--- src/rtl/ca_pkg.sv ---
// Types and constants shared by the cellular-automaton core and its display path.
package ca_pkg;
  localparam int GRID_N = 8;

  typedef logic [GRID_N-1:0][GRID_N-1:0] grid_t;

  typedef enum logic [1:0] {LOAD, SHIFT, LATCH, HOLD} scan_state_t;
endpackage

--- src/rtl/shift_out16.sv ---
// MSB-first 16-bit serialiser with a divided shift clock; done pulses during the
// final cycle of bit 0 so the caller can move on at the very next edge.
module shift_out16 #(
  parameter int CLK_DIV = 4
) (
  input  logic        clk,
  input  logic        srst,
  input  logic        load,
  input  logic [15:0] word,
  output logic        ser_data,
  output logic        ser_clk,
  output logic        done
);
  localparam int DW = $clog2(CLK_DIV) + 1;
  localparam logic [DW-1:0] DIV_LAST = DW'(CLK_DIV - 1);

  logic [15:0]   word_reg;
  logic [4:0]    bit_reg;
  logic [DW-1:0] div_reg;
  logic          phase_reg;
  logic          active_reg;
  logic          half_end;

  assign half_end = active_reg && (div_reg == DIV_LAST);
  assign done     = half_end && phase_reg && (bit_reg == 5'd0);

  always_ff @(posedge clk) begin
    if (srst) begin
      word_reg   <= '0;
      bit_reg    <= 5'd15;
      div_reg    <= '0;
      phase_reg  <= 1'b0;
      active_reg <= 1'b0;
      ser_data   <= 1'b0;
      ser_clk    <= 1'b0;
    end else if (load) begin
      // word_reg always holds the bits still to be sent, next one at [15]
      ser_data   <= word[15];
      word_reg   <= word << 1;
      bit_reg    <= 5'd15;
      div_reg    <= '0;
      phase_reg  <= 1'b0;
      active_reg <= 1'b1;
      ser_clk    <= 1'b0;
    end else if (active_reg) begin
      if (half_end) begin
        div_reg <= '0;
        if (!phase_reg) begin
          phase_reg <= 1'b1;
          ser_clk   <= 1'b1;
        end else begin
          phase_reg <= 1'b0;
          ser_clk   <= 1'b0;
          if (bit_reg == 5'd0) begin
            active_reg <= 1'b0;
            ser_data   <= 1'b0;
          end else begin
            bit_reg  <= bit_reg - 5'd1;
            ser_data <= word_reg[15];
            word_reg <= word_reg << 1;
          end
        end
      end else begin
        div_reg <= div_reg + 1'b1;
      end
    end
  end
endmodule

--- src/rtl/grid_scanner.sv ---
// Row-scans a per-frame snapshot of the 8x8 grid into two chained 8-bit
// latching shift registers: row-select byte first, then the column byte.
module grid_scanner
  import ca_pkg::*;
#(
  parameter int CLK_DIV  = 4,
  parameter int ROW_HOLD = 2000
) (
  input  logic       clk,
  input  logic       restart,
  input  grid_t      grid_in,
  input  logic       blank,
  output logic       ser_data,
  output logic       ser_clk,
  output logic       ser_latch,
  output logic [2:0] row_idx,
  output logic       frame_done
);
  localparam int CMAX = (ROW_HOLD > CLK_DIV) ? ROW_HOLD : CLK_DIV;
  localparam int CW   = $clog2(CMAX) + 1;
  localparam logic [CW-1:0] DIV_LAST  = CW'(CLK_DIV - 1);
  localparam logic [CW-1:0] HOLD_LAST = CW'(ROW_HOLD - 1);

  scan_state_t   state_reg, state_next;
  logic [2:0]    row_reg, row_next;
  logic [CW-1:0] cnt_reg, cnt_next;
  grid_t         snap_reg;
  logic [7:0]    row_bits;
  logic [15:0]   word;
  logic          load;
  logic          shift_done;
  logic          latch_next;
  logic          frame_done_next;

  // Row 0 reads the live grid because the snapshot is being taken in that same cycle.
  assign row_bits = (row_reg == 3'd0) ? grid_in[0] : snap_reg[row_reg];
  assign word     = {8'd1 << row_reg, blank ? 8'h00 : row_bits};
  assign load     = (state_reg == LOAD);
  assign row_idx  = row_reg;

  shift_out16 #(.CLK_DIV(CLK_DIV)) u_shift (
    .clk      (clk),
    .srst     (restart),
    .load     (load),
    .word     (word),
    .ser_data (ser_data),
    .ser_clk  (ser_clk),
    .done     (shift_done)
  );

  always_comb begin
    state_next = state_reg;
    row_next   = row_reg;
    cnt_next   = cnt_reg;
    case (state_reg)
      LOAD: begin
        state_next = SHIFT;
        cnt_next   = '0;
      end
      SHIFT: begin
        cnt_next = '0;
        if (shift_done) state_next = LATCH;
      end
      LATCH: begin
        if (cnt_reg == DIV_LAST) begin
          state_next = HOLD;
          cnt_next   = '0;
        end else begin
          cnt_next = cnt_reg + 1'b1;
        end
      end
      HOLD: begin
        if (cnt_reg == HOLD_LAST) begin
          state_next = LOAD;
          cnt_next   = '0;
          row_next   = row_reg + 3'd1;
        end else begin
          cnt_next = cnt_reg + 1'b1;
        end
      end
      default: state_next = LOAD;
    endcase
    latch_next      = (state_next == LATCH);
    frame_done_next = (state_next == HOLD) && (cnt_next == HOLD_LAST) &&
                      (row_reg == 3'(GRID_N - 1));
  end

  always_ff @(posedge clk) begin
    if (restart) begin
      state_reg  <= LOAD;
      row_reg    <= 3'd0;
      cnt_reg    <= '0;
      ser_latch  <= 1'b0;
      frame_done <= 1'b0;
    end else begin
      state_reg  <= state_next;
      row_reg    <= row_next;
      cnt_reg    <= cnt_next;
      ser_latch  <= latch_next;
      frame_done <= frame_done_next;
      if (state_reg == LOAD && row_reg == 3'd0) snap_reg <= grid_in;
    end
  end
endmodule
--- config.mk ---
export PLATFORM = sky130hd
export DESIGN_NAME = grid_scanner
export DESIGN_NICKNAME = d
export VERILOG_FILES = /design/src/rtl/ca_pkg.sv /design/src/rtl/shift_out16.sv /design/src/rtl/grid_scanner.sv
export SDC_FILE = /design/constraint.sdc
export NUM_CORES = 1
export LEC_CHECK = 0
export ABC_CLOCK_PERIOD_IN_PS = 11300
export BUFFER_PORTS_ARGS = -buffer_cell sky130_fd_sc_hd__buf_2
export CORE_MARGIN = 1
export CORE_UTILIZATION = 40
export CTS_CLUSTER_SIZE = 30
export DETAILED_ROUTE_END_ITERATION = 10
export PLACE_DENSITY_LB_ADDON = 0.2
export SYNTH_ARGS = -nofsm -noshare
export SYNTH_HDL_FRONTEND = slang
export SYNTH_SLANG_ARGS = --single-unit
--- constraint.sdc ---
create_clock -name clk -period 11.3 [get_ports clk]
set_input_delay 0 -clock clk [delete_from_list [all_inputs] [get_ports clk]]
set_output_delay 0 -clock clk [all_outputs]
set_load 0.03 [all_outputs]
* Yosys cells after proc, flatten, opt, wreduce, memory -nomap -nowiden
Index checks and enable logic that the tools add are counted.
W data, S select, Z words.
** Word-level totals
- Output and inout bits :: 7
- Register bits :: 109
- Bits of input ports :: 67
** Cells by class
- Shifts and indexed selects :: 1
- Order comparisons :: 1
- Reductions and logical operators :: 20
- Bitwise operators :: 2
- Equality and inequality tests :: 11
- $add $sub $neg :: 4
- Multiplexer cells :: 28
** Operators with widths (number)
- $mux W16 :: 5
- $pmux W12 S3 :: 1
- $bmux W8 S3 :: 1
- $eq A12 B11 Y1 const B :: 2
- $mux W12 :: 2
- $mux W8 :: 3
- $add A12 B1 Y12 const B :: 1
- $eq A12 B2 Y1 const B :: 1
- $mux W1 :: 11
- $eq A2 B2 Y1 const B :: 4
- $pmux W2 S4 :: 1
- $reduce_and A4 Y1 :: 2
- $shl A1 B3 Y8 const A :: 1
- $add A3 B1 Y3 const B :: 2
- $logic_and A1 B1 Y1 :: 6
- $mux W2 :: 3
- $reduce_and A2 Y1 :: 3
- $reduce_bool A2 Y1 :: 3
- $logic_not A5 Y1 :: 1
- $sub A5 B1 Y5 const B :: 1
- $lt A3 B4 Y1 const B :: 1
- $reduce_or A2 Y1 :: 2
- $eq A3 B2 Y1 const B :: 1
- $eq A3 B3 Y1 const B :: 1
- 7 further kinds :: 8

* Logic depth before layout (Yosys ltp)
- Depth after elaboration :: 9
- Depth in mapped cells :: 9
- Mapped depth without buffers :: 7

* Modules after synthesis
Synthesis repeated with hierarchy kept, for this count alone.
** Unflattened totals
- Cell total of the unflattened synthesis :: 380
- Area total of the unflattened synthesis :: 4797.1 µm²
** Modules (own cells, without submodules)
- grid_scanner :: sequential area each 2302.2 µm², cells each 234, instances 1, area each 3543.4 µm²
- shift_out16 :: sequential area each 520.5 µm², cells each 146, instances 1, area each 1253.7 µm²

* Least setup slack after synthesis
No wires, ideal clock.
- Kind :: flip-flop to flip-flop
- Start :: reg row_reg[1], in the netlist row_idx[1]
- End :: reg snap_reg[0] in the netlist's numbering (enable)
- Library setup time :: 0.667 ns
- Period minus slack after synthesis :: 8.938 ns
- Stages on the path, launching flop included :: 8
- Setup slack :: 2.362 ns
- Path buffers :: 4
- Arrival :: 8.271 ns
- Path through :: dfxtp_1 -> buf_2 -> buf_1 -> inv_1 -> ha_1 -> clkbuf_1 -> clkbuf_1 -> nor4b_1
** Between the ends
- Longest elaborated chain between the ends :: 3
** Ends and longest elaborated chain
- start, declared :: line grid_scanner.sv:25 : logic [2:0] row_reg, row_next;
- start signal, assigned :: line grid_scanner.sv:97 : row_reg <= row_next;
- $logic_not A3 Y1 :: line grid_scanner.sv:101 : if (state_reg == LOAD && row_reg == 3'd0) snap_reg <= grid_in;
- $logic_and A1 B1 Y1 :: line grid_scanner.sv:101
- $reduce_and A2 Y1 (no source line)
- end signal, assigned :: line grid_scanner.sv:101
- end, declared :: line grid_scanner.sv:27 : grid_t snap_reg;
No other way between the ends.
A chain may end at the register's enable or synchronous reset.

* Worst setup path in the final report
- Start :: reg row_reg[1], in the netlist row_idx[1]
- End :: reg snap_reg[42] in the netlist's numbering (enable)
The elaborated chain is that of the path after synthesis.

==> results.md <==
- Synthesized area per cell: about 13 µm²
- Worst-skew pair later-pin latency: roughly 350 ps
- Antenna violations before repair: 0
- Pre-Repair DR Iteration Count: 4
- Share of synthesized cell area in full adder, half adder and majority cells: under 10%
- Post-synthesis sequential element count: around 110
- Largest fanout on the critical path: 64
- Result of the run: finished clean
- Critical Path End Type: flop
- Root buf cell: sky130_fd_sc_hd__clkbuf_16
- Compound-Gate Fraction of Synth Area: 9.363%
- Metal-1 WL: around 4.3 mm
- Xor and xnor fraction of the mapped netlist area: slightly below 3%
- Number of max-slew violations in the final report: 0
- Vert. Die Dim: about 110 µm
- Leftover overflow at the end of global routing: 0
- Number of placement rows: 39
- Starting density of the core: roughly two fifths
- Worst Path Buf+Inv: 2
- EDFF count, synth: 64
- Total CTS buffers: 9
- Hold Path Origin: restart
- Critical Path, Cell by Cell: inv_1, ha_1, nor4b_2, buf_4
- Iteration-0 DRC count of the detailed router: 210
- Primary FF master, synth: sky130_fd_sc_hd__edfxtp_1
- Critical path data required time: roughly 11,000 ps
- Power consumption: around 0.80 mW
- Number of levels in the clock H-tree: 3
- Top library cells by usage in the layout, fill and taps aside: 73 x sky130_fd_sc_hd__buf_2, 65 x sky130_fd_sc_hd__dlygate4sd3_1, 64 x sky130_fd_sc_hd__edfxtp_1
- Worst r2r dst: snap_reg[42]
- Routed len/inst: 14.87 µm
- Mux cell area share after synthesis: under 10%
- Number of nets with antenna violations after detailed routing: 0
- Post-synthesis net count: between 400 and 500
- Leading cell type in the layout, fill and taps excluded: sky130_fd_sc_hd__buf_2
- Per-cell via count in the routed design: ~5.1
- Sink count of the clock tree: roughly 110
- Count of different cell masters after synthesis: 50
- Non-filler instance count after layout: roughly 650
- Unrepaired setup endpoints after global routing: no
- Peak supply drop: roughly 0.086 mV
- Sequential-to-total area share from yosys stat: 59.17%
- Ys Warns: 0
- Maximum achievable frequency: roughly 0.38 GHz
- Critical Path Source Type: flop
- Crit path max-delay family: buffers and inverters
- Ratio of cells with drive above 1 in the final layout: a little under a quarter
- Number of nets in the finished design: between 500 and 600
- Max Cap Viol: 0
- Met3 WL: 481 µm
- TritonCTS clock tree: yes
- Top Metal Used: met4
- Standby leakage power: 2.254 nW
- Crit share post-route: between 20% and 30%
- Worst setup path category: reg2reg
- Post-Synthesis Cells: ~380
- Global placer's final weighted congestion: around 0.82
- Normalized max-slew margin: between 40% and 50%
- Class of the most critical hold timing path: in2reg
- Syn Std Cell Area: about 4800 µm²
- Setup WS pre-CTS: around 8600 ps
- Highest cell delay on the worst timing path: ~660 ps
- Standard cell core area: ~12,000 µm²
- Final setup slack of the worst path: approximately 8700 ps
- Flip-flop count of the largest register after layout: 64
- Count of port buffers added during placement: between 70 and 80
- Min Hold Slack: 97.48 ps
- Worst reg-to-reg setup slack: 8660 ps
- Worst hold stages: 2
- # DRC: 0
- Cell at the slowest stage of the critical path: sky130_fd_sc_hd__buf_4
- Final critical-path required period: 2641 ps
- Number of global-route vias before repair: between 3,000 and 4,000
- Power per standard cell area: roughly 130 nW/µm²
- Die X: about 110 µm
- Data arrival, critical path: roughly 2600 ps
- Diode insertion count for antenna repair: 0
- Worst-Margin Slew: 866.9 ps
- Simple-gate share of the synthesized area: approximately an eighth
- Routed met2 length: 4.817 mm
- Largest net degree at the start of global routing: 65
- Hold worst-path end: ser_latch
- Fraction of synthesis flops using an asynchronous set or reset pin: 0%
- Count of endpoints failing setup in the final report: 0
- Number of ports placed on the die boundary: 74
- Count of placed standard cells including taps: 573
- Die area: about 12,000 µm²
- Maximum clock skew at final layout: 10.36 ps
- HPWL reported at the end of detailed placement: 6.051 mm
- Hold Fails Final Rpt: 0
- GRT Overall Usage: ~17%
- Area added between synthesis and finish: 28.17%
- R2R cell count: 4
- DRT Wirelength: ~9.7 mm
- Clock transition at the registers of the reported paths: about 70 ps
- Maximum clock insertion buffer count: 2
- Combinational family with the most area after synthesis: simple AND/OR/NAND/NOR gates
- Wire length of the first global-routing pass: 16.47 mm
- Origin of the critical flop-to-flop path: row_idx[1]
- Final total negative setup slack: 0 ps
- Vias: 3,358
## layout make-up
type / instances / area [µm²]
clock buffers: 10 / 229.0
clock inverters: 6 / 62.56
fillers: 973 / 5401
inverters: 16 / 60.06
multi-input cells: 229 / 1723
flip-flops and latches: 109 / 2823
well taps: 143 / 178.9
repair buffers: 141 / 1039
## layer usage
layer	up-vias	global-route usage [%]
li1	1659	-
met1	1592	21.02
met2	94	28.58
met3	13	4.866
met4	0	5.315
met5	-	0
## synthesized netlist by cell type, types with 4 or more instances
master / number / area (µm²)
sky130_fd_sc_hd__nand2_1: 30 / 112.6
sky130_fd_sc_hd__o21ai_0: 17 / 85.08
sky130_fd_sc_hd__ha_1: 10 / 125.1
sky130_fd_sc_hd__xnor2_1: 8 / 70.07
sky130_fd_sc_hd__xor2_1: 8 / 70.07
sky130_fd_sc_hd__mux4_2: 16 / 360.4
sky130_fd_sc_hd__buf_2: 5 / 25.02
sky130_fd_sc_hd__o211ai_1: 10 / 75.07
sky130_fd_sc_hd__buf_4: 4 / 30.03
sky130_fd_sc_hd__nand4_1: 4 / 25.02
sky130_fd_sc_hd__inv_1: 16 / 60.06
sky130_fd_sc_hd__a21oi_1: 17 / 85.08
sky130_fd_sc_hd__a311oi_1: 7 / 61.31
sky130_fd_sc_hd__dfxtp_1: 45 / 900.9
sky130_fd_sc_hd__a211oi_1: 9 / 67.56
sky130_fd_sc_hd__clkbuf_1: 11 / 41.29
sky130_fd_sc_hd__nand3_1: 5 / 25.02
sky130_fd_sc_hd__nor2_1: 38 / 142.6
sky130_fd_sc_hd__edfxtp_1: 64 / 1922
## how the worst max path moves through the flow
stage               startpoint            to  slack (ps)  depth (start not counted)
global route        row_idx[1]  snap_reg[42]        8390                          4
detailed placement  row_idx[1]  snap_reg[51]        8620                          4
finish              row_idx[1]  snap_reg[42]        8660                          4
floorplan           row_idx[1]   snap_reg[0]        2360                          7
CTS                 row_idx[1]  snap_reg[36]        8580                          4
global placement    row_idx[1]  snap_reg[51]        8650                          4
## what timing repair did
item,in CTS,in global routing
hold buffers,65,0
endpoints found under the hold margin,65,0
gates resized for setup,0,0
setup buffers,0,0
## through the flow
step,util [%],instance area [µm²]
after CTS,53.10,6115
final,53.10,6115
after global routing,53.10,6115
after global placement,44.92,5172
after detailed placement,44.92,5172
after floorplan,-,4771
## where the power goes
part | switching [mW] | internal [mW] | total, mW
Clock | 0.152 | 0.156 | 0.308
Combinational | 0.0221 | 0.0309 | 0.0530
Sequential | 0.00494 | 0.435 | 0.440
## kinds of logic after synthesis
family,count (synthesis)
AO/OA/AOI/OAI,70
XOR/XNOR,16
adder cells (fa/ha/maj),10
buffers and inverters,41
flip-flops,109
multiplexers,19
AND/OR/NAND/NOR,114
Note: power is estimated with default switching activity, not from simulation.
